$ cat src/rtl/core_pkg.sv
// Shared core front-end types.
//   XLEN / ILEN          : address and instruction widths
//   INSTR_BYTES          : size of one fetched instruction
//   core_instr_packet_t  : packet handed from fetch to the instruction window
//   fetch_state_e        : fetch sequencer FSM states
//   next_pc()            : sequential PC increment (wraps modulo 2^XLEN)
package core_pkg;

  localparam int XLEN        = 32;
  localparam int ILEN        = 32;
  localparam int INSTR_BYTES = 4;

  // Fetch fills only pc and instr; the remaining fields belong to later
  // stages and leave fetch as zero.
  typedef struct packed {
    logic [XLEN-1:0] pc;
    logic [ILEN-1:0] instr;
    logic            pred_taken;
    logic            fault;
  } core_instr_packet_t;

  typedef enum logic [1:0] {
    S_BOOT,
    S_RUN,
    S_HALT
  } fetch_state_e;

  function automatic logic [XLEN-1:0] next_pc(input logic [XLEN-1:0] pc);
    return pc + XLEN'(INSTR_BYTES);
  endfunction

endpackage

$ cat src/rtl/fetch_buffer.sv
// Synchronous FIFO of fetch packets between memory responses and the
// instruction window.
//   clock, reset  : core clock, asynchronous active-high reset
//   push_i        : write push_data_i at the tail
//   push_data_i   : packet to write
//   pop_i         : consumer took the head (ignored when empty)
//   flush_i       : discard all entries; wins over push and pop
//   count_o       : current occupancy
//   head_o        : packet at the head (registered storage)
//   empty_o       : no entries
module fetch_buffer
  import core_pkg::*;
#(
  parameter int DEPTH = 4
) (
  input  logic                           clock,
  input  logic                           reset,
  input  logic                           push_i,
  input  core_instr_packet_t             push_data_i,
  input  logic                           pop_i,
  input  logic                           flush_i,
  output logic [$clog2(DEPTH+1)-1:0]     count_o,
  output core_instr_packet_t             head_o,
  output logic                           empty_o
);

  localparam int CW = $clog2(DEPTH + 1);
  localparam int AW = (DEPTH > 1) ? $clog2(DEPTH) : 1;

  core_instr_packet_t mem_q [DEPTH];
  logic [AW-1:0]      wr_ptr_q, wr_ptr_d;
  logic [AW-1:0]      rd_ptr_q, rd_ptr_d;
  logic [CW-1:0]      count_q, count_d;
  logic               do_push, do_pop;

  function automatic logic [AW-1:0] ptr_inc(input logic [AW-1:0] p);
    return (p == AW'(DEPTH - 1)) ? '0 : p + AW'(1);
  endfunction

  // A pop at full frees the slot the same-cycle push writes into.
  assign do_pop  = pop_i & (count_q != '0);
  assign do_push = push_i & ((count_q != CW'(DEPTH)) | do_pop);

  // NOTE: every combinational output gets a default before any branch so no
  // path leaves it unassigned and no latch is inferred.
  always_comb begin
    wr_ptr_d = wr_ptr_q;
    rd_ptr_d = rd_ptr_q;
    count_d  = count_q;
    if (flush_i) begin
      wr_ptr_d = '0;
      rd_ptr_d = '0;
      count_d  = '0;
    end else begin
      if (do_push) wr_ptr_d = ptr_inc(wr_ptr_q);
      if (do_pop)  rd_ptr_d = ptr_inc(rd_ptr_q);
      count_d = count_q + CW'(do_push) - CW'(do_pop);
    end
  end

  // NOTE: state registers use non-blocking assignments so every flop samples
  // the pre-edge value of every other flop.
  always_ff @(posedge clock or posedge reset) begin
    if (reset) begin
      wr_ptr_q <= '0;
      rd_ptr_q <= '0;
      count_q  <= '0;
    end else begin
      wr_ptr_q <= wr_ptr_d;
      rd_ptr_q <= rd_ptr_d;
      count_q  <= count_d;
    end
  end

  // NOTE: the storage array has no reset; occupancy alone decides which
  // entries are meaningful, so clearing the data would only cost flops.
  always_ff @(posedge clock) begin
    if (do_push && !flush_i) mem_q[wr_ptr_q] <= push_data_i;
  end

  assign head_o  = mem_q[rd_ptr_q];
  assign empty_o = (count_q == '0);
  assign count_o = count_q;

  a_no_overflow : assert property (@(posedge clock) disable iff (reset)
    push_i |-> (count_q != CW'(DEPTH)) || pop_i || flush_i);

endmodule

$ cat src/rtl/fetch_sequencer.sv
// Fetch front end: generates sequential PCs, issues instruction-memory
// requests under a credit limit, tags in-order responses with their PC,
// buffers them and hands them to the instruction window. Redirects flush
// the buffer and drop responses to requests issued before the redirect.
//   clock, reset            : core clock, asynchronous active-high reset
//   imem_req_valid/ready    : request handshake, imem_req_addr = fetch PC
//   imem_rsp_valid/data     : in-order responses, no backpressure
//   redirect_valid/pc       : branch/exception redirect to a new PC
//   fetch_halt              : stop issuing requests
//   fetch_idle              : halted with nothing in flight or to drop
//   fetch_iw_valid/iw_fetch_ready/fetch_iw_instr_packet : packet handshake
module fetch_sequencer
  import core_pkg::*;
#(
  parameter logic [XLEN-1:0] RESET_PC   = 32'h8000_0000,
  parameter int              FIFO_DEPTH = 4
) (
  input  logic               clock,
  input  logic               reset,
  output logic               imem_req_valid,
  input  logic               imem_req_ready,
  output logic [XLEN-1:0]    imem_req_addr,
  input  logic               imem_rsp_valid,
  input  logic [ILEN-1:0]    imem_rsp_data,
  input  logic               redirect_valid,
  input  logic [XLEN-1:0]    redirect_pc,
  input  logic               fetch_halt,
  output logic               fetch_idle,
  output logic               fetch_iw_valid,
  input  logic               iw_fetch_ready,
  output core_instr_packet_t fetch_iw_instr_packet
);

  localparam int CW = $clog2(FIFO_DEPTH + 1);
  localparam int SW = CW + 2;

  fetch_state_e       state_q, state_d;
  logic [XLEN-1:0]    pc_q, pc_d;
  logic [XLEN-1:0]    rsp_pc_q, rsp_pc_d;
  logic [CW-1:0]      outst_q, outst_d;
  logic [CW-1:0]      drop_q, drop_d;
  logic               idle_q, idle_d;
  logic [CW-1:0]      buf_count;
  logic               buf_empty;
  logic [SW-1:0]      credit_used;
  logic               req_accept, req_held;
  logic               rsp_drop, rsp_take;
  core_instr_packet_t push_pkt;

  // Every slot is reserved from issue until the packet leaves the buffer,
  // so a response can never find the buffer full.
  assign credit_used    = SW'(outst_q) + SW'(drop_q) + SW'(buf_count);
  assign imem_req_valid = (state_q == S_RUN) && !redirect_valid &&
                          (credit_used < SW'(FIFO_DEPTH));
  assign imem_req_addr  = pc_q;
  assign req_accept     = imem_req_valid & imem_req_ready;
  assign req_held       = imem_req_valid & ~imem_req_ready;

  // Stale responses are consumed first; a response with nothing counted
  // against it is ignored (and flagged below).
  assign rsp_drop = imem_rsp_valid & (drop_q != '0);
  assign rsp_take = imem_rsp_valid & (drop_q == '0) & (outst_q != '0);

  always_comb begin
    push_pkt       = '0;
    push_pkt.pc    = rsp_pc_q;
    push_pkt.instr = imem_rsp_data;
  end

  // Halting waits for a presented request to be accepted so the address
  // never changes under a pending handshake.
  always_comb begin
    state_d = state_q;
    unique case (state_q)
      S_BOOT:  state_d = fetch_halt ? S_HALT : S_RUN;
      S_RUN:   if (fetch_halt && !req_held) state_d = S_HALT;
      S_HALT:  if (!fetch_halt) state_d = S_RUN;
      default: state_d = S_BOOT;
    endcase
  end

  always_comb begin
    pc_d     = pc_q;
    rsp_pc_d = rsp_pc_q;
    drop_d   = drop_q - CW'(rsp_drop);
    outst_d  = outst_q + CW'(req_accept) - CW'(rsp_take);
    if (req_accept) pc_d = next_pc(pc_q);
    if (rsp_take)   rsp_pc_d = next_pc(rsp_pc_q);
    if (redirect_valid) begin
      // Everything still in flight becomes stale; a response taken this
      // cycle was already flushed with the buffer so it is not counted.
      pc_d     = redirect_pc;
      rsp_pc_d = redirect_pc;
      drop_d   = drop_q - CW'(rsp_drop) + outst_q + CW'(req_accept) - CW'(rsp_take);
      outst_d  = '0;
    end
    idle_d = (state_d == S_HALT) && (outst_d == '0) && (drop_d == '0);
  end

  always_ff @(posedge clock or posedge reset) begin
    if (reset) begin
      state_q  <= S_BOOT;
      pc_q     <= RESET_PC;
      rsp_pc_q <= RESET_PC;
      outst_q  <= '0;
      drop_q   <= '0;
      idle_q   <= 1'b0;
    end else begin
      state_q  <= state_d;
      pc_q     <= pc_d;
      rsp_pc_q <= rsp_pc_d;
      outst_q  <= outst_d;
      drop_q   <= drop_d;
      idle_q   <= idle_d;
    end
  end

  assign fetch_idle     = idle_q;
  assign fetch_iw_valid = !buf_empty;

  fetch_buffer #(
    .DEPTH (FIFO_DEPTH)
  ) u_buffer (
    .clock       (clock),
    .reset       (reset),
    .push_i      (rsp_take),
    .push_data_i (push_pkt),
    .pop_i       (fetch_iw_valid & iw_fetch_ready),
    .flush_i     (redirect_valid),
    .count_o     (buf_count),
    .head_o      (fetch_iw_instr_packet),
    .empty_o     (buf_empty)
  );

  a_rsp_expected : assert property (@(posedge clock) disable iff (reset)
    imem_rsp_valid |-> (outst_q != '0) || (drop_q != '0));

endmodule
$ cat config.mk
export PLATFORM = sky130hd
export DESIGN_NAME = fetch_sequencer
export DESIGN_NICKNAME = d
export VERILOG_FILES = /design/src/rtl/core_pkg.sv /design/src/rtl/fetch_buffer.sv /design/src/rtl/fetch_sequencer.sv
export SDC_FILE = /design/constraint.sdc
export NUM_CORES = 1
export LEC_CHECK = 0
export BUFFER_PORTS_ARGS = -buffer_cell sky130_fd_sc_hd__buf_4
export CAP_MARGIN = 20
export CORE_MARGIN = 2
export CORE_UTILIZATION = 60
export DETAILED_ROUTE_END_ITERATION = 16
export PLACE_DENSITY = 0.8
export SYNTH_ARGS = -nofsm -noshare
export SYNTH_HDL_FRONTEND = slang
export SYNTH_SLANG_ARGS = --single-unit
$ cat constraint.sdc
create_clock -name clock -period 9.3 [get_ports clock]
set_clock_uncertainty 0.05 [all_clocks]
set_input_delay 2.79 -clock clock [delete_from_list [all_inputs] [get_ports clock]]
set_output_delay 2.79 -clock clock [all_outputs]
set_load 0.05 [all_outputs]
==> metrics.md <==
| Metric | Value |
|---|---|
| Cell internal pwr | `2.80 mW` |
| Worst hold stages | `0` |
| CTS tree | `built` |
| Final period util | `75.5%` |
| Top area cells in the synthesized netlist | `edfxtp_1 55%, dfrtp_1 14%, mux4_2 10%` |
| Max_slew headroom | `45.2%` |
| Placement Setup Slack | `2.28 ns` |
| Switching pwr | `1.23 mW` |
| Hold Path Class | `register to register` |
| Initial Util | `61.4%` |
| Share of the synthesized area in the top cell type | `55.0%` |
| H-tree levels | `2` |
| CTS buffer count | `34` |
| Commonest non-fill, non-tap cells in the layout | `256 x edfxtp_1, 177 x buf_4, 76 x dfrtp_1, 64 x mux4_2, 48 x nand2_1` |
| DR pass1 iterations | `5` |
| Layout area overhead | `18.9%` |
| Mean Syn Cell Area | `16.5 sq um` |
| Lkg Pwr | `5.94 nW` |
| Filler instances | `1370` |
| Post-DP Area | `0.0155 sq mm` |
| Clk sinks | `336` |
| CP max-delay cell | `nor4b_4` |
| Worst skew pair latency | `0.50 ns` |
| Arrival @ worst endpoint | `4.18 ns` |
| Post-synthesis sequential area ratio | `69.3%` |
| Most common cell after layout, fill and taps aside | `edfxtp_1` |
| Initial antenna violation count | `0` |
| Clock buffer depth | `3` |
| Reg2Reg Depth | `18` |
| RSZ-0062 raised after global routing | `no` |
| CP endpoint kind | `primary output` |
| FF/Latch Area | `0.00970 sq mm` |
| Max VDD drop | `174 uV` |
| Core footprint | `0.0228 sq mm` |
| Worst setup margin | `2.28 ns` |
| Worst Hold Launch | `rsp_pc_q[1]` |
| Share of post-route cells with drive strength above 1 | `30.5%` |
| Final setup violation count | `0` |
| CTS resizes | `0` |
| Cell taking the most area after synthesis | `edfxtp_1` |
| Cells after Synth | `845` |
| Area of the multi-input gates | `0.00397 sq mm` |
| R2R Setup Slk | `4.14 ns` |
| Crit Path Class | `input pin to primary output` |
| Non-filler cells, final | `1362` |
| Element type at the critical path start | `input pin` |
| Post-CTS Setup Bufs | `0` |
| Most Frequent Cell on Critical Path | `buf_4` |
| FF-to-FF End | `fetch_idle` |
| 1st-iter DRT viols | `550` |
| First-pass GRT wire length | `43500 um` |
| Root Driver | `clkbuf_16` |
| Gr ovfl total | `0` |
| I/O Buffers | `169` |
| Vias | `7998` |
| Site row count | `55` |
| Num ports | `172` |
| Die W | `157 um` |
| Sequential share of power | `44.1%` |
| Hold Buf Count CTS | `0` |
| Maxcap violations | `0` |
| CP required | `6.46 ns` |
| GPL Wtd Cong | `0.889` |
| Final Instance Area | `0.0166 sq mm` |
| GR Util All Layers | `23.2%` |
| Final Hold Vio Count | `0` |
| Clock slew at reported path FFs | `0.06 ns` |
| Final wirelength | `27900 um` |
| Max incr delay on CP | `0.35 ns` |
| EDFF count, synth | `256` |
| Power Density | `243 mW/mm^2` |
| Fmax | `142 MHz` |
| Sw frac | `30.5%` |
| Antenna violation net count after detailed routing | `0` |
| Comb pwr share | `24.1%` |
| Ys Warns | `0` |
| Mapped cell area | `0.0140 sq mm` |
| Ys async rst share | `23.8%` |
| ANT cells | `0` |
| Clock power frac | `31.8%` |
| Yosys cell types | `56` |
| Largest net degree at the start of global routing | `81` |
| Placed Cells | `1300` |
| Die footprint | `0.0245 sq mm` |
| CP Max Fanout | `63` |
| Worst r2r src | `outst_q[2]` |
| Worst slew pin tran | `0.821 ns` |
| Synth Flop Type | `edfxtp_1` |
| Via-to-Cell Ratio | `5.87` |
| Worst Hold Path EP | `u_buffer.mem_q[0][33]` |
| DRC violations left | `0` |
| Tmin final | `7.02 ns` |
| Vias in the first global route | `7858` |
| Number of max-slew violations in the final report | `0` |
| Die H | `157 um` |
| Critical Path, Cell by Cell | `buf_4 > nor4b_4 > o221ai_2 > inv_2 > buf_4` |
| Yosys reg bits | `336` |
| Fin nets | `1118` |
| DP Wirelength | `17600 um` |
| Outcome | `complete, no violations` |
| Setup TNS | `0 ns` |
| Average wire per cell in the routed design | `20.5 um` |
## synth_stat cells (10+ instances only)
cell type and number:
nand3_1 22, o21ai_0 24, ha_1 16, edfxtp_1 256
buf_2 10, nor3_1 18, clkbuf_1 16, o211ai_1 12
dfrtp_1 78, nand4_1 19, xnor2_1 39, and3_1 10
inv_1 41, nand2_1 48, nor2_1 28, a21oi_1 18
mux4_2 64
## through the flow
| stage | util, % | total power, mW | hold WS, ns |
|---|---|---|---|
| detailed placement | 68.3 | 2.78 | 0.474 |
| global route | 73.0 | 4.20 | 0.499 |
| floorplan | - | 2.51 | 0.426 |
| CTS | 72.9 | 4.07 | 0.482 |
| finish | 73.0 | 4.03 | 0.493 |
| global placement | 68.3 | 2.77 | 0.445 |
## final cells by class
type | count | area share [%]
sequential | 336 | 58.3
multi-input combinational | 430 | 23.9
timing repair buffer | 178 | 8.16
clock buffer | 44 | 5.47
tap | 313 | 2.36
inverter | 44 | 1.00
clock inverter | 17 | 0.828
## worst max path at each step
stage / startpoint / end / slack [ns] / cells after the start
global route: redirect_valid / imem_req_valid / 2.19 / 5
detailed placement: redirect_valid / imem_req_valid / 2.28 / 5
floorplan: redirect_valid / imem_req_valid / 2.78 / 5
finish: redirect_valid / imem_req_valid / 2.28 / 5
global placement: redirect_valid / imem_req_valid / 2.31 / 5
CTS: redirect_valid / imem_req_valid / 2.28 / 5
## registers in the layout, indices dropped and copies added, names as in the netlist
name / count
rsp_pc_q: 32
u_buffer.rd_ptr_q: 2
drop_q: 3
fetch_idle: 1
u_buffer.mem_q: 256
state_q: 2
u_buffer.wr_ptr_q: 2
outst_q: 3
u_buffer.count_o: 3
imem_req_addr: 32
## logic make-up after synthesis
group | after synthesis | share of synthesized area [%]
AOI/OAI and AO/OA | 84 | 3.92
other | 1 | 0.0268
xor gates and xnor gates | 46 | 2.88
buffers and inverters | 80 | 2.40
muxes | 76 | 11.2
adders and majority gates | 23 | 2.43
DFF | 336 | 69.3
and+or+nand+nor | 199 | 7.79
## power by group through the flow
stage	clock [mW]	sequential (mW)	combinational, mW
finish	1.28	1.78	0.970
global route	1.37	1.79	1.04
CTS	1.31	1.78	0.979
detailed placement	0	1.81	0.976
global placement	0	1.81	0.961
floorplan	0	1.82	0.693
## routing by layer
layer  up-vias  global-route usage, %  part of all wire, %
met5         -                      0                    0
met4         0                   6.03                  2.1
met3        44                   3.99                  6.7
met2       297                   37.2                   48
met1      4038                   33.8                   43
li1       3619                      -                    -
## worst max-delay path, delay by kind of cell
| kind | cells | cell delay, ns |
|---|---|---|
| buffers and inverters | 3 | 0.81 |
| AND/OR/NAND/NOR | 1 | 0.35 |
| AO/OA/AOI/OAI | 1 | 0.20 |
No activity file was read; power rests on OpenSTA's default activity.
